$ cat config.mk
export PLATFORM = sky130hd
export DESIGN_NAME = inv_shift_sub_engine
export DESIGN_NICKNAME = d
export VERILOG_FILES = /design/src/rtl/aes_pkg.sv /design/src/rtl/inv_sbox.sv /design/src/rtl/inv_shift_sub_engine.sv
export SDC_FILE = /design/constraint.sdc
export NUM_CORES = 1
export LEC_CHECK = 0
export CORE_MARGIN = 2
export CORE_UTILIZATION = 58
export CTS_BUF_LIST = sky130_fd_sc_hd__clkbuf_8 sky130_fd_sc_hd__clkbuf_16
export CTS_CLUSTER_DIAMETER = 30
export DETAILED_ROUTE_END_ITERATION = 12
export GPL_TIMING_DRIVEN = 1
export MAX_ROUTING_LAYER = met4
export PLACE_DENSITY_LB_ADDON = 0.3
export SLEW_MARGIN = 20
export SYNTH_ARGS = -nofsm -noshare
export SYNTH_HDL_FRONTEND = slang
export SYNTH_HIERARCHICAL = 1
export SYNTH_SLANG_ARGS = --single-unit
export TNS_END_PERCENT = 1
$ cat constraint.sdc
create_clock -name clk -period 9.1 [get_ports clk]
set_clock_uncertainty 0.2 [all_clocks]
set_input_delay 1.82 -clock clk [delete_from_list [all_inputs] [get_ports clk]]
set_output_delay 1.82 -clock clk [all_outputs]
set_load 0.05 [all_outputs]
$ cat src/rtl/aes_pkg.sv
// Shared AES decryption definitions: FSM encoding, InvShiftRows byte mapping
// and the FIPS-197 inverse S-box constant table.
package aes_pkg;

   typedef enum logic [1:0] {
      ST_IDLE = 2'd0,
      ST_SUB  = 2'd1,
      ST_DONE = 2'd2
   } state_t;

   // Row i of the table holds inverse S-box entries 16*i .. 16*i+15, entry 0 in the MSBs.
   localparam logic [2047:0] INV_SBOX_TABLE = {
      128'h52096ad53036a538bf40a39e81f3d7fb,
      128'h7ce339829b2fff87348e4344c4dee9cb,
      128'h547b9432a6c2233dee4c950b42fac34e,
      128'h082ea16628d924b2765ba2496d8bd125,
      128'h72f8f66486689816d4a45ccc5d65b692,
      128'h6c704850fdedb9da5e154657a78d9d84,
      128'h90d8ab008cbcd30af7e45805b8b34506,
      128'hd02c1e8fca3f0f02c1afbd0301138a6b,
      128'h3a9111414f67dcea97f2cfcef0b4e673,
      128'h96ac7422e7ad3585e2f937e81c75df6e,
      128'h47f11a711d29c5896fb7620eaa18be1b,
      128'hfc563e4bc6d279209adbc0fe78cd5af4,
      128'h1fdda8338807c731b11210592780ec5f,
      128'h60517fa919b54a0d2de57a9f93c99cef,
      128'ha0e03b4dae2af5b0c8ebbb3c83539961,
      128'h172b047eba77d626e169146355210c7d
   };

   // Output byte k = 4*col + row takes input column (col - row) mod 4, same row.
   function automatic logic [3:0] inv_shift_src(input logic [3:0] k);
      logic [1:0] row;
      logic [1:0] col;
      row = k[1:0];
      col = k[3:2];
      return {2'(col - row), row};
   endfunction

   function automatic logic [7:0] inv_sbox_lookup(input logic [7:0] b);
      return INV_SBOX_TABLE[11'd2047 - {b, 3'b000} -: 8];
   endfunction

   function automatic logic [7:0] get_byte(input logic [127:0] s, input logic [3:0] k);
      return s[7'd127 - {k, 3'b000} -: 8];
   endfunction

endpackage

$ cat src/rtl/inv_sbox.sv
// Combinational FIPS-197 inverse S-box; shared with the decryption datapath.
module inv_sbox
   import aes_pkg::*;
(
   input  logic [7:0] i_byte,
   output logic [7:0] o_byte
);

   assign o_byte = inv_sbox_lookup(i_byte);

endmodule

$ cat src/rtl/inv_shift_sub_engine.sv
// InvSubBytes(InvShiftRows(state)) engine processing BYTES_PER_CYCLE bytes per cycle
// with valid/ready handshakes on both sides.
module inv_shift_sub_engine
   import aes_pkg::*;
#(
   parameter int BYTES_PER_CYCLE = 1
)(
   input  logic         clk,
   input  logic         rst_n,
   input  logic         in_valid,
   output logic         in_ready,
   input  logic [127:0] in_state,
   output logic         out_valid,
   input  logic         out_ready,
   output logic [127:0] out_state,
   output logic         busy
);

   localparam int NUM_GRP = 16 / BYTES_PER_CYCLE;
   localparam int CNT_W   = (NUM_GRP > 1) ? $clog2(NUM_GRP) : 1;

   state_t           r_state;
   state_t           w_state_next;
   logic [CNT_W-1:0] r_cnt;
   logic [127:0]     r_src;
   logic [127:0]     r_out;
   logic [127:0]     w_out_next;
   logic             w_last;

   logic [3:0] w_dst_idx [BYTES_PER_CYCLE];
   logic [7:0] w_sb_in   [BYTES_PER_CYCLE];
   logic [7:0] w_sb_out  [BYTES_PER_CYCLE];

   genvar gi;
   generate
      for (gi = 0; gi < BYTES_PER_CYCLE; gi++) begin : g_lane
         assign w_dst_idx[gi] = 4'(int'(r_cnt) * BYTES_PER_CYCLE + gi);
         assign w_sb_in[gi]   = get_byte(r_src, inv_shift_src(w_dst_idx[gi]));
         inv_sbox u_inv_sbox (
            .i_byte (w_sb_in[gi]),
            .o_byte (w_sb_out[gi])
         );
      end
   endgenerate

   always_comb begin
      w_out_next = r_out;
      for (int i = 0; i < BYTES_PER_CYCLE; i++) begin
         w_out_next[7'd127 - {w_dst_idx[i], 3'b000} -: 8] = w_sb_out[i];
      end
   end

   assign w_last = (r_cnt == CNT_W'(NUM_GRP - 1));

   always_comb begin
      w_state_next = r_state;
      case (r_state)
         ST_IDLE: if (in_valid)  w_state_next = ST_SUB;
         ST_SUB:  if (w_last)    w_state_next = ST_DONE;
         ST_DONE: if (out_ready) w_state_next = ST_IDLE;
         default:                w_state_next = ST_IDLE;
      endcase
   end

   always_ff @(posedge clk or negedge rst_n) begin
      if (!rst_n) begin
         r_state <= ST_IDLE;
         r_cnt   <= '0;
         r_src   <= '0;
         r_out   <= '0;
      end else begin
         r_state <= w_state_next;
         if (r_state == ST_IDLE && in_valid) begin
            r_src <= in_state;
            r_cnt <= '0;
         end
         // out_state only changes while groups are being written.
         if (r_state == ST_SUB) begin
            r_out <= w_out_next;
            r_cnt <= r_cnt + CNT_W'(1);
         end
      end
   end

   assign in_ready  = (r_state == ST_IDLE);
   assign busy      = (r_state != ST_IDLE);
   assign out_valid = (r_state == ST_DONE);
   assign out_state = r_out;

endmodule

After elaboration in Yosys (flattened, before gate mapping)
Cells that the tools add are included.

word-level totals
  register bits after elaboration = 262
  bits in latches = 0
  RAM bits = 0
  memory bits (read-only) = 0
  input bits = 132
  output and inout bits = 131
  word-level logic and storage cells = 32
  memories = 0

cells by class
  add/sub/neg operators = 6
  multipliers = 0
  div/mod/pow operators = 0
  $lt $le $gt $ge = 0
  equality and inequality tests = 6
  shift-type cells = 4
  multiplexer cells = 7
  bitwise gates (word level) = 0
  reductions and logical operators = 5

operator list
  cell                                                          count
  indexed part select 2055 x 12 -> 8 bit, first input constant  1
  variable shift 8 x 9 -> 135 bit, first input constant         1
  indexed part select 135 x 8 -> 8 bit                          1
  indexed part select 8 x 9 -> 135 bit                          1
  bitwise mux 128 bit                                           1
  subtractor 7 bit, first input constant                        2
  subtractor 11 bit, first input constant                       1
  negation 7 -> 9 bit                                           1
  2-to-1 mux 4 bit                                              2
  2-to-1 mux 2 bit                                              3
  one-hot mux 2 bit (3 select lines)                            1
  adder 4 x 1 -> 4 bit, second input constant                   1
  == test 4 bit, second input constant                          1
  inequality test 2 bit, second input constant                  2
  nonzero test 2 bit                                            2
  AND reduction 3 bit                                           1
  == test 2 x 1 -> 1 bit, second input constant                 1
  == test 2 bit, second input constant                          1
  logical NOT 2 bit                                             1
  inequality test 2 x 1 -> 1 bit, second input constant         1
  subtractor 2 bit                                              1
  logical AND 1 bit                                             1

Logic depth before layout (Yosys ltp)
Gate-level depths: netlist of run 1.

  word-level depth = 7
  gate-level depth with buffers = 20
  mapped depth without buffers = 15

Hierarchy
The synthesis of run 1 kept the hierarchy.

by module, submodules not included
  module                times used  cells an instance  area each (um2)
  inv_shift_sub_engine  1           745                11669.9
  inv_sbox              1           529                3447.1

Worst setup path before layout of run 1
Ideal clock, no wire load.

  kind = register -> register
  from = register r_cnt[2]
  to = register r_out[126] (netlist: out_state[126])
  arrival time = 4.311 ns
  data required time = 8.775 ns
  setup slack = 4.465 ns
  stages on the path, launching flop included = 19
  buffers on the path = 3
  path through = dfrtp_1 > inv_1 > ha_1 > xnor3_1 > buf_2 > buf_4 > mux2i_1 > mux2i_1 > buf_2 > inv_1 > ha_1 > or2_1 > and2_0 > mux4_2 > a21oi_1 > nor3_1 > a211o_1 > and2_1 > mux2_2

RTL lines
  item                    RTL line                    text
  start, declared         inv_shift_sub_engine.sv:24  logic [CNT_W-1:0] r_cnt;
  start signal, assigned  inv_shift_sub_engine.sv:80  r_cnt <= r_cnt + CNT_W'(1);
  end signal, assigned    inv_shift_sub_engine.sv:79  r_out <= w_out_next;
  end, declared           inv_shift_sub_engine.sv:26  logic [127:0] r_out;

==> qor.txt, run 1 <==
RD Place Congestion: 1.06
Critical Path Fanout Max: 29
critical path type: reg2reg
chip height: 165 um
Synth Instances: 1274
final hold vios: 0
worst path cell trace: inv_1 -> ha_1 -> xnor3_1 -> mux2i_1 -> mux2i_2 -> buf_4 -> inv_1 -> ha_1 -> nor2_1 -> a21oi_1 -> mux4_2 -> o211ai_2 -> a21oi_1 -> a211oi_2 -> and2_1 -> mux2_2
TNS Setup: 0 ns
Distinct cells, synth: 89
Post-Syn Area: 15100 um2
Worst-Margin Slew: 1.13 ns
die width: 165 um
Initial Util: 58.5%
CP Launch Point: r_cnt[2]$_DFFE_PN0P_
global-route usage over all layers: 39.5%
Syn Nets: 1433
status: complete, no violations
vias in the first global route: 12482
largest net degree at the start of global routing: 179
fraction of layout cells with a size suffix above 1: 26.0%
IO Port Bufs: 262
first-pass GRT wire length: 78000 um
ANT nets after route: 0
DPL Wire Length: 33700 um
ys async rst share: 100%
Num CTS Buffers: 47
hold buffer count at CTS: 0
top_reg_cell synth: dfrtp_1
max frequency: 0.154 GHz
sequential cell area fraction in the yosys report: 43.4%
met2 usage: 62.3%
clock period minus worst slack: 6.51 ns
Layout area overhead: 28.4%
setup slack, reg-to-reg: 2.59 ns
Longest Clk Path Bufs: 3
critical path arrival: 6.81 ns
Via density: 6.59
CTS tree: yes
Worst Min Path Start: out_state[67]$_DFFE_PN0P_
endpoints failing setup: 0
H-tree depth: 2
std cell rows: 59
initial antenna violation count: 0
unrepaired setup endpoints after global routing: no
final worst setup slack: 2.59 ns
DRT Wirelength: 52200 um
fin crit share: 71.5%
number of synthesized flops with an enable pin: 0
Rel. slew slack: 24.7%
GRT busiest layer: met2
worst r2r src: r_cnt[2]$_DFFE_PN0P_
Hold Path Class: reg2reg
Remaining DRCs: 0
Slew Viols, Final: 0
Setup WS pre-CTS: 2.81 ns
Syn Area/Cell: 11.9 um2
Post-CTS Setup Bufs: 0
drt initial violations: 1548
Required @ worst endpoint: 9.40 ns
M1 GR Usage: 49.5%
Synth Register Bits: 262
crit-path max cell delay: 0.85 ns
die area: 27400 um2
Top-Level Pins: 263
Routed WL per cell: 27.8 um
YS warnings: 6
Via Count: 12358
1st-pass router iterations: 5
root buffer cell: clkbuf_16
Worst-Skew Late Latency: 0.56 ns
Startpoint Class: register
Resized cells post-CTS: 0
Core Box Area: 25800 um2
nets@finish: 1660
grt ovf: 0
CP Capture Type: register
met3 usage: 9.54%
CP max-delay cell: xnor3_1
commonest non-fill, non-tap cells in the layout: 261 x clkdlybuf4s50_1, 261 x dfrtp_1, 126 x mux2_2, 100 x mux2_4, 92 x nand2_1
Max Cap Viol: 0
Clock transition at path regs: 0.05 ns
CTS sink count: 262
==> per-stage QoR <==
step                      instance area [um2]  hold slack [ns]  util, %  instances
after CTS                               19400            0.287     75.1       1875
after global routing                    19400            0.318     75.1       1875
after detailed placement                17700            0.275     68.6       1787
after global placement                  17700            0.264     68.6       1787
after floorplan                         15100            0.253        -       1274
final                                   19400            0.284     75.2       1876
==> sequential cells by signal, indices dropped and copies added, names as in the netlist <==
signal / flops
out_state: 128
r_cnt: 4
r_state: 2
r_src: 128
==> layout make-up <==
| type | count | area, um2 |
|---|---|---|
| Multi-Input combinational cell | 895 | 7930 |
| Sequential cell | 262 | 6560 |
| Fill cell | 1570 | 6420 |
| Timing Repair Buffer | 279 | 2780 |
| Clock buffer | 49 | 1200 |
| Clock inverter | 39 | 460 |
| Tap cell | 335 | 419 |
| Inverter | 16 | 60.1 |
| Antenna cell | 1 | 2.50 |
==> layer usage <==
metal / up-vias / routed length (um)
met5: - / 0
met4: 0 / 2410
met3: 183 / 5000
met2: 822 / 25300
met1: 6169 / 19500
li1: 5184 / -
==> synthesized netlist by cell type (4+ instances only) <==
| master | number | share of area (%) |
|---|---|---|
| o311ai_1 | 4 | 0.23 |
| mux4_2 | 35 | 5.2 |
| a21oi_1 | 61 | 2.0 |
| dfrtp_1 | 262 | 43 |
| a22o_1 | 5 | 0.29 |
| ha_1 | 27 | 2.2 |
| a211o_1 | 9 | 0.52 |
| buf_4 | 13 | 0.65 |
| clkbuf_1 | 24 | 0.60 |
| a311oi_1 | 15 | 0.87 |
| o211ai_1 | 10 | 0.50 |
| nor2_2 | 5 | 0.21 |
| nand2_1 | 92 | 2.3 |
| and3_1 | 4 | 0.17 |
| nand3_1 | 23 | 0.76 |
| nor2_1 | 38 | 0.94 |
| or2_1 | 4 | 0.17 |
| o21ai_0 | 71 | 2.4 |
| o31ai_1 | 4 | 0.20 |
| nand2b_1 | 24 | 0.99 |
| a211oi_1 | 15 | 0.74 |
| nor2b_1 | 21 | 0.87 |
| buf_2 | 40 | 1.3 |
| buf_6 | 21 | 1.6 |
| inv_1 | 12 | 0.30 |
| o221ai_1 | 6 | 0.35 |
| o311ai_0 | 7 | 0.41 |
| a21o_1 | 11 | 0.55 |
| nor3_1 | 16 | 0.53 |
| and2_1 | 29 | 1.2 |
| mux2_2 | 126 | 9.4 |
| a31oi_1 | 13 | 0.54 |
| mux2i_1 | 30 | 2.0 |
| mux2_4 | 100 | 9.9 |
| o2111ai_1 | 6 | 0.35 |
| or3_1 | 7 | 0.29 |
==> kinds of logic (layout without fill, tap and decap cells) <==
logic type	count (synthesis)	in the layout	synth area share (%)
AND/OR/NAND/NOR	295	295	10.4
multiplexers	293	293	26.7
AO/OA/AOI/OAI	277	277	12.2
flip-flops	262	262	43.4
buffers and inverters	117	383	4.68
adder cells (fa/ha/maj)	27	27	2.23
XOR/XNOR	3	3	0.389
other	0	1	0
==> worst paths after layout <==
path | endpoint | cells past startpoint
max | out_state[25]$_DFFE_PN0P_ | 16
min | out_state[67]$_DFFE_PN0P_ | 2
max reg2reg | out_state[25]$_DFFE_PN0P_ | 16
min reg2reg | out_state[67]$_DFFE_PN0P_ | 2
max in group asynchronous | r_src[110]$_DFFE_PN0P_ | 2
min in group asynchronous | out_state[53]$_DFFE_PN0P_ | 1
==> critical path: cells and delay by family, from the launching register on <==
kind / cells / cell delay, ns
xor+xnor: 1 / 0.85
flops: 1 / 0.65
fa+ha+maj: 2 / 0.92
compound gates: 4 / 0.99
simple gates: 2 / 0.84
mux: 4 / 1.13
buf+inv: 3 / 0.84
Power of run 1 is left out: the tool's default activity adds up to more than one toggle a clock period on the data nets, which glitch-free logic cannot reach.
==> run 2, diff against run 1 <==
--- a/config.mk
+++ b/config.mk
@@ -6,7 +6,7 @@
 export NUM_CORES = 1
 export LEC_CHECK = 0
 export CORE_MARGIN = 2
-export CORE_UTILIZATION = 58
+export CORE_UTILIZATION = 54
 export CTS_BUF_LIST = sky130_fd_sc_hd__clkbuf_8 sky130_fd_sc_hd__clkbuf_16
 export CTS_CLUSTER_DIAMETER = 30
 export DETAILED_ROUTE_END_ITERATION = 12
==> constraint.sdc (replaced) <==
create_clock -name clk -period 6.61 [get_ports clk]
set_clock_uncertainty 0.2 [all_clocks]
set_input_delay 1.322 -clock clk [delete_from_list [all_inputs] [get_ports clk]]
set_output_delay 1.322 -clock clk [all_outputs]
set_load 0.05 [all_outputs]
==> run 2 against run 1 <==
Compared with the run above: non-clock buffer count is 12 higher; critical path type unchanged; sequential share of layout area fell by 0.43 points; final area up 1.3%; final cell count rose by 3.4%; first-iteration DRC count increased by 10%; setup slack lost 1.8 ns; maximum frequency increased by 12%; via count fell by 0.40%; die area up 7.2%; highest routed layer unchanged.
==> qor.txt, run 2 (synthesis gave the netlist of run 1 again) <==
final hold vios: 0 (unchanged)
Worst-Margin Slew: 1.06 ns (was 1.13 ns)
drt initial violations: 1707 (was 1548)
CP max-delay cell: mux2i_4 (was xnor3_1)
critical path arrival: 6.05 ns (was 6.81 ns)
std cell rows: 61 (was 59)
Via density: 6.34 (was 6.59)
DPL Wire Length: 35400 um (was 33700 um)
Reg area: 6560 um2 (unchanged)
CP Capture Type: register (unchanged)
CTS tree: yes (unchanged)
Startpoint Class: register (unchanged)
Initial Util: 54.6% (was 58.5%)
hold buffer count at CTS: 0 (unchanged)
fin crit share: 88.2% (was 71.5%)
initial antenna violation count: 1 (was 0)
RD Place Congestion: 1.05 (was 1.06)
chip height: 171 um (was 165 um)
clock period minus worst slack: 5.83 ns (was 6.51 ns)
Remaining DRCs: 0 (unchanged)
Num CTS Buffers: 52 (was 47)
ANT nets after route: 0 (unchanged)
Top-Level Pins: 263 (unchanged)
Routed WL per cell: 27.5 um (was 27.8 um)
commonest non-fill, non-tap cells in the layout: 261 x clkdlybuf4s50_1, 261 x dfrtp_1, 126 x mux2_2, 100 x mux2_4, 92 x nand2_1 (unchanged)
Clock transition at path regs: 0.05 ns (about the same)
Slew Viols, Final: 0 (unchanged)
multi-input logic area: 7920 um2 (was 7930 um2)
TNS Setup: 0 ns (unchanged)
Longest Clk Path Bufs: 3 (unchanged)
Fill cells: 1822 (was 1570)
Core Box Area: 27700 um2 (was 25800 um2)
Hold Path Class: reg2reg (unchanged)
global-route usage over all layers: 37.5% (was 39.5%)
fraction of layout cells with a size suffix above 1: 26.8% (was 26.0%)
endpoints failing setup: 0 (unchanged)
1st-pass router iterations: 6 (was 5)
worst path cell trace: inv_1 -> ha_1 -> xnor3_1 -> buf_4 -> mux2i_1 -> mux2i_4 -> buf_4 -> nor2b_1 -> o21a_1 -> nor3_1 -> a311oi_1 -> o22ai_1 -> a22o_1 -> and2_1 -> mux2_2 (was inv_1 -> ha_1 -> xnor3_1 -> mux2i_1 -> mux2i_2 -> buf_4 -> inv_1 -> ha_1 -> nor2_1 -> a21oi_1 -> mux4_2 -> o211ai_2 -> a21oi_1 -> a211oi_2 -> and2_1 -> mux2_2)
crit-path max cell delay: 0.82 ns (was 0.85 ns)
CTS sink count: 262 (unchanged)
largest net degree at the start of global routing: 138 (was 179)
first-pass GRT wire length: 79900 um (was 78000 um)
Layout area overhead: 30.1% (was 28.4%)
die area: 29300 um2 (was 27400 um2)
Final Util: 71.0% (was 75.2%)
Resized cells post-CTS: 0 (unchanged)
DRT Wirelength: 53300 um (was 52200 um)
nets@finish: 1677 (was 1660)
Critical Path Fanout Max: 28 (was 29)
IO Port Bufs: 262 (unchanged)
Max Cap Viol: 0 (unchanged)
Post-CTS Setup Bufs: 0 (unchanged)
Rel. slew slack: 27.1% (was 24.7%)
Required @ worst endpoint: 6.83 ns (was 9.40 ns)
status: complete, no violations (unchanged)
CP most frequent cell: buf_4
WHS: 0.280 ns (was 0.284 ns)
root buffer cell: clkbuf_16 (unchanged)
unrepaired setup endpoints after global routing: no (unchanged)
H-tree depth: 2 (unchanged)
die width: 171 um (was 165 um)
vias in the first global route: 12672 (was 12482)
Worst-Skew Late Latency: 0.59 ns (was 0.56 ns)
max frequency: 0.171 GHz (was 0.154 GHz)
critical path type: reg2reg (unchanged)
Via Count: 12308 (was 12358)
grt ovf: 0 (unchanged)
run 2: changes by cell type in the layout (fill, tap and decap cells not counted), moves of 2 or more:
cell / before / now
clkinv_2: 5 / 7
clkbuf_16: 47 / 52
clkinvlp_4: 4 / 12
inv_6: 10 / 5
buf_4: 14 / 25
bufinv_16: 6 / 4
buf_12: 2 / 4
run 2: cell type report:
type,instances,share of cell area [%]
Antenna cell,1,0.0127
Clock buffer,53,6.69
Clock inverter,44,2.30
Inverter,16,0.305
Multi-Input combinational cell,895,40.2
Sequential cell,262,33.3
Tap cell,378,2.40
Timing Repair Buffer,291,14.7
run 2: layer usage:
layer | up-vias | wire (um) | global-route usage, %
li1 | 5218 | - | -
met2 | 698 | 25900 | 60.8
met5 | - | 0 | -
met4 | 0 | 2680 | 16.2
met1 | 6208 | 20700 | 46.2
met3 | 184 | 4020 | 6.93
run 2: path summary, 6_finish.rpt:
check                                    startpoint  slack, ns                          to  cells after the start
max                            r_cnt[2]$_DFFE_PN0P_       0.78  out_state[109]$_DFFE_PN0P_                     15
min                        out_state[2]$_DFFE_PN0P_       0.28    out_state[2]$_DFFE_PN0P_                      2
max reg2reg                    r_cnt[2]$_DFFE_PN0P_       0.78  out_state[109]$_DFFE_PN0P_                     15
min reg2reg                out_state[2]$_DFFE_PN0P_       0.28    out_state[2]$_DFFE_PN0P_                      2
max in group asynchronous                     rst_n       4.22       r_src[33]$_DFFE_PN0P_                      2
min in group asynchronous                     rst_n       0.68  out_state[118]$_DFFE_PN0P_                      1
run 2: critical path, delay by kind of cell (launching register included):
family	cells	cell delay [ns]
multiplexers	3	1.24
AO/OA/AOI/OAI	4	1.21
buffers and inverters	3	0.88
AND/OR/NAND/NOR	3	0.83
flip-flops	1	0.61
XOR/XNOR	1	0.45
adder cells (fa/ha/maj)	1	0.22
run 2: through the flow:
| step | area [um2] | setup slack (ns) | instances |
|---|---|---|---|
| finish | 19700 | 0.778 | 1940 |
| global route | 19700 | 0.606 | 1940 |
| CTS | 19700 | 0.954 | 1939 |
| detailed placement | 17900 | 1.04 | 1842 |
| global placement | 17900 | 1.13 | 1842 |
| floorplan | 15100 | 1.97 | 1274 |
Power of run 2 is left out for the same reason.
==> run 3, diff against run 2 <==
--- a/config.mk
+++ b/config.mk
@@ -10,7 +10,7 @@
 export CTS_BUF_LIST = sky130_fd_sc_hd__clkbuf_8 sky130_fd_sc_hd__clkbuf_16
 export CTS_CLUSTER_DIAMETER = 30
 export DETAILED_ROUTE_END_ITERATION = 12
-export GPL_TIMING_DRIVEN = 1
+export GPL_TIMING_DRIVEN = 0
 export MAX_ROUTING_LAYER = met4
 export PLACE_DENSITY_LB_ADDON = 0.3
 export SLEW_MARGIN = 20
==> run 3 against run 2 <==
Compared with the run above: via count increased by 15%; final area up 2.8%; worst hold slack better by 0.0090 ns; final cell count is 4.1% higher; maximum frequency fell by 12%; critical path type unchanged; highest routed layer unchanged; die area unchanged; global-route usage is 12 points higher; the flow now finishes with violations (negative setup slack); critical path depth is 5 higher; sequential share of layout area fell by 0.91 points; setup slack got worse by 0.82 ns.
==> qor.txt, run 3 (synthesis gave the netlist of run 1 again) <==
IO Port Bufs: 262 (unchanged)
std cell rows: 61 (unchanged)
DPL Wire Length: 45400 um (was 35400 um)
multi-input logic area: 7900 um2 (was 7920 um2)
chip height: 171 um (unchanged)
endpoints failing setup: 1 (was 0)
Fill cells: 1643 (was 1822)
Slew Viols, Final: 0 (unchanged)
Remaining DRCs: 0 (unchanged)
RD Place Congestion: 1.12 (was 1.05)
die area: 29300 um2 (unchanged)
reg2reg path depth: 20 (was 15)
global-route usage over all layers: 49.3% (was 37.5%)
Startpoint Class: register (unchanged)
M1 GR Usage: 57.4% (was 46.2%)
fraction of layout cells with a size suffix above 1: 28.6% (was 26.8%)
1st-pass router iterations: 6 (unchanged)
Via density: 7.00 (was 6.34)
CTS tree: yes (unchanged)
Longest Clk Path Bufs: 3 (unchanged)
commonest non-fill, non-tap cells in the layout: 262 x dfrtp_1, 261 x clkdlybuf4s50_1, 126 x mux2_2, 100 x mux2_4, 92 x nand2_1 (was 261 x clkdlybuf4s50_1, 261 x dfrtp_1, 126 x mux2_2, 100 x mux2_4, 92 x nand2_1)
H-tree depth: 2 (unchanged)
status: finished, violations left (was complete, no violations)
met3 usage: 13.6% (was 6.93%)
Worst-Margin Slew: 1.16 ns (was 1.06 ns)
failing checks: negative setup slack
first-pass GRT wire length: 101000 um (was 79900 um)
Layout area overhead: 33.8% (was 30.1%)
Hold Path Class: reg2reg (unchanged)
critical path type: reg2reg (unchanged)
Initial Util: 54.6% (unchanged)
Worst-Skew Late Latency: 0.59 ns (about the same)
Top-Level Pins: 263 (unchanged)
unrepaired setup endpoints after global routing: no (unchanged)
ANT nets after route: 0 (unchanged)
Reg area: 6560 um2 (about the same)
Core Box Area: 27700 um2 (unchanged)
DRT Wirelength: 70100 um (was 53300 um)
Routed WL per cell: 34.7 um (was 27.5 um)
most common cell after layout, fill and taps aside: dfrtp_1
clock period minus worst slack: 6.65 ns (was 5.83 ns)
Rel. slew slack: 20.2% (was 27.1%)
die width: 171 um (unchanged)
grt ovf: 0 (unchanged)
initial antenna violation count: 3 (was 1)
Max Cap Viol: 0 (unchanged)
Required @ worst endpoint: 6.80 ns (was 6.83 ns)
hold buffer count at CTS: 0 (unchanged)
fin crit share: 101% (was 88.2%)
Via Count: 14144 (was 12308)
nets@finish: 1753 (was 1677)
GRT busiest layer: met2 (unchanged)
max frequency: 0.150 GHz (was 0.171 GHz)
CTS sink count: 262 (unchanged)
placed insts: 1918 (was 1842)
Finished Layout Cells: 2020 (was 1940)
met2 usage: 74.6% (was 60.8%)
Critical Path Fanout Max: 11 (was 28)
Clock transition at path regs: 0.05 ns (about the same)
CP Capture Type: register (unchanged)
vias in the first global route: 14747 (was 12672)
final worst setup slack: -0.0390 ns (was 0.778 ns)
Hold Path Depth: 2 (unchanged)
Num CTS Buffers: 52 (unchanged)
largest net degree at the start of global routing: 102 (was 138)
final hold vios: 0 (unchanged)
drt initial violations: 2131 (was 1707)
critical path arrival: 6.84 ns (was 6.05 ns)
root buffer cell: clkbuf_16 (unchanged)
==> run 3: changes by cell type in the layout (fill, tap and decap cells not counted), moves of 3 or more <==
cell,change
buf_12,-4
buf_2,+40
buf_4,-11
buf_6,+22
bufinv_16,+4
clkbuf_1,+23
clkbuf_8,+3
clkinvlp_4,-3
diode_2,+4
mux2i_1,+4
mux2i_4,-4
==> run 3: worst max-delay path, stage by stage (launching register included) <==
cell and delay (ns):
dfrtp_1 0.45, inv_1 0.16, ha_1 0.22, xnor3_1 0.22, buf_2 0.25, buf_4 0.29
mux2i_1 0.18, mux2i_2 0.33, buf_4 0.29, buf_2 0.32, clkinvlp_4 0.40, ha_1 0.40
buf_2 0.20, nor2_1 0.46, a21oi_1 0.11, mux4_2 0.50, o211ai_2 0.15, a21oi_1 0.12
a211oi_4 0.56, nand2_1 0.16, o21ai_0 0.46
==> run 3: final timing paths <==
kind                                            from                         to  slack (ns)
setup / recovery                r_cnt[2]$_DFFE_PN0P_   out_state[1]$_DFFE_PN0P_       -0.04
setup reg to reg                r_cnt[2]$_DFFE_PN0P_   out_state[1]$_DFFE_PN0P_       -0.04
min in group asynchronous                      rst_n  out_state[16]$_DFFE_PN0P_        0.56
max in group asynchronous                      rst_n      r_src[58]$_DFFE_PN0P_        4.69
hold / removal             out_state[38]$_DFFE_PN0P_  out_state[38]$_DFFE_PN0P_        0.29
hold reg to reg            out_state[38]$_DFFE_PN0P_  out_state[38]$_DFFE_PN0P_        0.29
==> run 3: final cells by class <==
| class | instances | share of cell area, % |
|---|---|---|
| timing repair buffer | 266 | 13.4 |
| antenna | 5 | 0.0619 |
| sequential | 262 | 32.4 |
| multi-input combinational | 895 | 39.0 |
| buffer | 101 | 3.21 |
| clock inverter | 41 | 2.53 |
| inverter | 16 | 0.316 |
| clock buffer | 56 | 6.71 |
| tap | 378 | 2.34 |
==> run 3: metrics by stage <==
step | setup WS (ns) | instance area, um2 | utilization [%] | hold WS [ns] | setup TNS, ns
finish | -0.0390 | 20200 | 73.0 | 0.289 | -0.0390
global route | 0.0795 | 20200 | 73.0 | 0.302 | 0
CTS | 0.0121 | 20200 | 72.9 | 0.287 | 0
detailed placement | 0.109 | 18300 | 66.1 | 0.270 | 0
global placement | -6.46 | 18200 | 65.7 | 0.264 | -1713.50
floorplan | 1.97 | 15100 | - | 0.253 | 0
==> run 3: layer usage <==
metal  share of wire [%]  up-vias  routed length (um)
li1                    -     5384                   -
met1                  35     6926               24200
met2                  45     1348               31600
met3                  11      486                8050
met4                 8.9        0                6230
met5                   0        -                   0
==> run 3: timing repair <==
| item | 4_1_cts | 5_1_grt |
|---|---|---|
| endpoints found under the setup margin | 12 | 52 |
| resized for setup | 1 | 5 |
| endpoints found under the hold margin | 0 | 0 |
| buffers inserted | 0 | 0 |
Power of run 3 is left out for the same reason.
==> RTL change 1, RTL diff (flow settings as in run 1) <==
Encoding of `state_t`: now one-hot (3 bits for 3 states).
--- a/src/rtl/aes_pkg.sv
+++ b/src/rtl/aes_pkg.sv
@@ -2,10 +2,10 @@
 // and the FIPS-197 inverse S-box constant table.
 package aes_pkg;
 
-   typedef enum logic [1:0] {
-      ST_IDLE = 2'd0,
-      ST_SUB  = 2'd1,
-      ST_DONE = 2'd2
+   typedef enum logic [2:0] {
+      ST_IDLE = 3'b001,
+      ST_SUB  = 3'b010,
+      ST_DONE = 3'b100
    } state_t;
 
    // Row i of the table holds inverse S-box entries 16*i .. 16*i+15, entry 0 in the MSBs.
Behaviour: no difference found for any inputs over 4 cycles, from zero or initial values and one cycle with rst_n low; so few cycles prove little.
==> RTL change 1 against run 1 <==
Sequential cell count is 1 higher. Synthesized area is 2.3% lower. Fmax is 7.7% lower. Final cell count is 2.8% lower. Final area is 1.4% lower. Worst setup slack worse by 0.55 ns. Wire length is 3.0% higher. Highest routed layer unchanged. Worst hold slack better by 0.017 ns.
Power is left out: the tool's default activity adds up to more than one toggle a clock period on the data nets, which glitch-free logic cannot reach.
==> RTL change 1: results (changes against run 1) <==
[run_status]
status=finished, final reports clean

[yosys]
synth.area.top_cells=dfrtp_1 44%, mux2_2 20%, mux4_2 3.8%, mux4_1 2.7%, a21oi_1 2.2%
ys_types=85  ; -4.5%
ys_async_sr_fraction_pct=100  ; unchanged
synthTopCellsByCount=262 x dfrtp_1, 259 x mux2_2, 66 x a21oi_1
syn-num-nets=1379  ; -3.8%
yosysSeqAreaShare_pct=44.6  ; +1.2 points

[timing]
worst_pin_slew_ns=1.18  ; +0.0496 ns

[clocking]
cts_made_buffers=47  ; unchanged
htreeDepth=2  ; unchanged
cts_root_buffer=clkbuf_16

[routing]
top_layer_used=met4
drtIter0Drc=1786  ; +15%
drt-met1-wl_mm=19.6  ; +0.61%
met2_length_mm=26.0  ; +2.5%
wl_per_cell_um=29.5  ; +6.0%
vias=12300  ; -0.61%
dr.pass1.iters=6  ; +1
wl_met3_mm=5.33  ; +6.7%

[hold_path]
worstHoldEndpoint=r_src[122]
hold_start=r_src[122]
hold_depth=1  ; -1

[global_routing]
grt_usage_pct=42.2  ; +2.7 points
use_met3_pct=11.2  ; +1.7 points
antenna_found_initial=3  ; +3
use_met2_pct=66.5  ; +4.2 points
grt_max_degree=139  ; -22%
grt_pass1_vias=13100  ; +5.0%
grt_util_met1_pct=51.0  ; +1.5 points
grt_pass1_wl_mm=81.8  ; +4.8%

[layout]
nNetsFinal=1611  ; -3.0%
drive_gt1_share_pct=28.3  ; +2.3 points
fillCellCount=1476  ; -6.0%

[worst_setup_path]
reg2reg_to=out_state[64]
crit_path_max_fanout=23  ; -21%
slowest_delay_ns=0.97  ; +0.12 ns
r2r_slack_ns=2.04  ; -0.55 ns
critical-path-slowest-cell=ha_1

[placement]
routabilityCongestion=1.06  ; -0.16%
dpl.hpwl_mm=33.8  ; +0.45%

## RTL change 1: through the flow
step	setup WS (ns)	utilization [%]	hold WS [ns]	instance area [um2]	instances
4_1_cts	2.35	76.2	0.303	19100	1821
3_3_place_gp	2.69	69.2	0.282	17400	1734
3_5_place_dp	2.52	69.2	0.287	17400	1734
5_1_grt	1.84	76.3	0.317	19200	1824
2_1_floorplan	3.53	-	0.272	14800	1221
6_report	2.04	76.3	0.301	19200	1824
## RTL change 1: cell type report
class	count	area share, %
Sequential cell	263	34.4
Multi-Input combinational cell	850	39.7
Timing Repair Buffer	276	14.4
Tap cell	330	2.16
Inverter	15	0.294
Clock inverter	37	2.72
Clock buffer	50	6.36
Antenna cell	3	0.0392
## RTL change 1: worst max-delay path, delay by kind of cell, from the launching register on
kind                     cells  cell delay, ns
AO/OA/AOI/OAI                5            1.62
flip-flops                   1            0.60
adder cells (fa/ha/maj)      2            1.61
buffers and inverters        4            1.30
multiplexers                 2            0.54
AND/OR/NAND/NOR              3            1.10
## RTL change 1: worst max path at each step
| stage | to | from |
|---|---|---|
| floorplan | out_state[38] | r_cnt[2] |
| global placement | out_state[38] | r_cnt[2] |
| detailed placement | out_state[36] | r_cnt[2] |
| CTS | out_state[100] | r_cnt[2] |
| global route | out_state[64] | r_cnt[2] |
| finish | out_state[64] | r_cnt[2] |
## RTL change 1: cell families (layout without fill, tap and decap cells)
family	count (synthesis)	count (layout)	share of synthesized area, %
buffers and inverters	108	378	4.24
adder cells (fa/ha/maj)	26	26	2.20
AO/OA/AOI/OAI	251	251	11.6
other	0	3	0
XOR/XNOR	5	5	0.424
multiplexers	308	308	26.9
AND/OR/NAND/NOR	260	260	9.99
flip-flops	263	263	44.6
==> RTL change 2, RTL diff (flow settings as in run 1) <==
Without the edit above. Make the reset (`rst_n`) synchronous in one clocked block.
--- a/src/rtl/inv_shift_sub_engine.sv
+++ b/src/rtl/inv_shift_sub_engine.sv
@@ -62,7 +62,7 @@
       endcase
    end
 
-   always_ff @(posedge clk or negedge rst_n) begin
+   always_ff @(posedge clk) begin
       if (!rst_n) begin
          r_state <= ST_IDLE;
          r_cnt   <= '0;
Formal check against the unedited RTL: differs if rst_n is asserted again (counterexample within 4 cycles, from zero or initial values and one cycle with rst_n low); with rst_n held inactive, the same outputs for 4 cycles.
==> RTL change 2 against run 1 <==
Wire length rose by 12%. Sequential cell count did not move. Final area fell by 2.8%. Worst setup slack got worse by 0.041 ns. Count of clock-buffer cells in the layout did not move. Synthesized area fell by 3.0%. First-iteration DRC count rose by 35%. Utilization rose by 0.21 points. Fmax fell by 0.63%. Critical path type unchanged.
Power is left out: it rests on default switching activity, and per cell area and clock period it moved more than threefold.
==> RTL change 2: results (changes against run 1) <==
[run_status]
status=finished, final reports clean

[routing]
dr.pass1.iters=7  ; +2
vias=15100  ; +23%
met2_length_mm=27.3  ; +7.7%
drtIter0Drc=2092  ; +35%
wl_met3_mm=6.31  ; +26%
drt-met1-wl_mm=21.2  ; +8.8%
wl_per_cell_um=26.0  ; -6.5%

[placement]
dpl.hpwl_mm=36.0  ; +7.0%
dpl_cell_area_mm2=0.0171  ; -3.3%
routabilityCongestion=1.08  ; +1.8%
dp.cells=2163  ; +21%
post-place-ws_ns=3.04  ; +0.227 ns

[yosys]
syn_inst=1691  ; +33%
synth_compound_area_share_pct=20.0  ; +7.8 points
synth.area.top_cells=dfxtp_1 36%, nand2_1 8.5%, a21boi_0 8.2%, mux2i_1 7.2%, mux4_2 5.5%
ys_async_sr_fraction_pct=0  ; -100 points
yosysSeqAreaShare_pct=35.8  ; -7.6 points
synth_xor_area_share_pct=0.307  ; -0.082 points
synthTopCellsByCount=334 x nand2_1, 262 x dfxtp_1, 161 x a21boi_0
dominantRegCellSynth=dfxtp_1
yosys_warnings=6  ; unchanged
syn-num-nets=1850  ; +29%
synthMuxAreaShare_pct=13.5  ; -13 points
ys_types=81  ; -9.0%
yosys.area_share.adder_pct=2.30  ; +0.068 points

[global_routing]
grt_pass1_wl_mm=87.9  ; +13%
grt_util_met1_pct=52.5  ; +3.0 points
use_met2_pct=69.7  ; +7.4 points
grt_usage_pct=44.2  ; +4.6 points
use_met3_pct=9.52  ; -0.018 points
grt_max_degree=150  ; -16%

[layout]
drive_gt1_share_pct=9.57  ; -16 points
antennaDiodeCount=0  ; -1
fillCellCount=1489  ; -5.2%

[worst_setup_path]
crit_path_end=out_state[111]
critical-path-slowest-cell=mux4_2
slowest_delay_ns=0.79  ; -0.06 ns
r2r-start=r_cnt[2]
worst_setup_path_start_kind=flip-flop
r2r_slack_ns=2.55  ; -0.04 ns
rr_worst_depth=18  ; +2
crit_path_max_fanout=23  ; -21%
worstPathArrival_ns=6.77  ; -0.04 ns
cpLargestDelayFamily=simple AND/OR/NAND/NOR gates

[clocking]
cts_made_buffers=48  ; +2.1%
htreeDepth=2  ; unchanged

[timing]
timing.fmax_mhz=153  ; -0.63%
hold_ws_ns=0.261  ; -0.0226 ns

## RTL change 2: cell count changes after synthesis, sizes merged, moves of 100 or more
cell    change
dfxtp     +262
nand2     +243
nor2b     +100
dfrtp     -262
mux2      -225
a21boi    +162
## RTL change 2: final cells by class
class,count,area (um2),area share [%]
Multi-Input combinational cell,1277,8680,46.0
Sequential cell,262,5250,27.8
Tap cell,330,413,2.19
Timing Repair Buffer,280,2760,14.6
Clock buffer,49,1210,6.44
Clock inverter,41,499,2.65
Inverter,14,52.6,0.278
## RTL change 2: worst min-delay path by stage
stage                        startpoint            end  cells after the start
after global routing         r_src[124]     r_src[124]                      2
after detailed placement     r_src[105]     r_src[105]                      2
after floorplan               r_src[16]      r_src[16]                      2
after CTS                 out_state[39]  out_state[39]                      2
after global placement    out_state[39]  out_state[39]                      2
final                     out_state[39]  out_state[39]                      2
## RTL change 2: worst min-delay path, cell delays in order (launching register included)
cell	delay, ns
dfxtp_1	0.30
nand2_1	0.05
a21boi_1	0.05
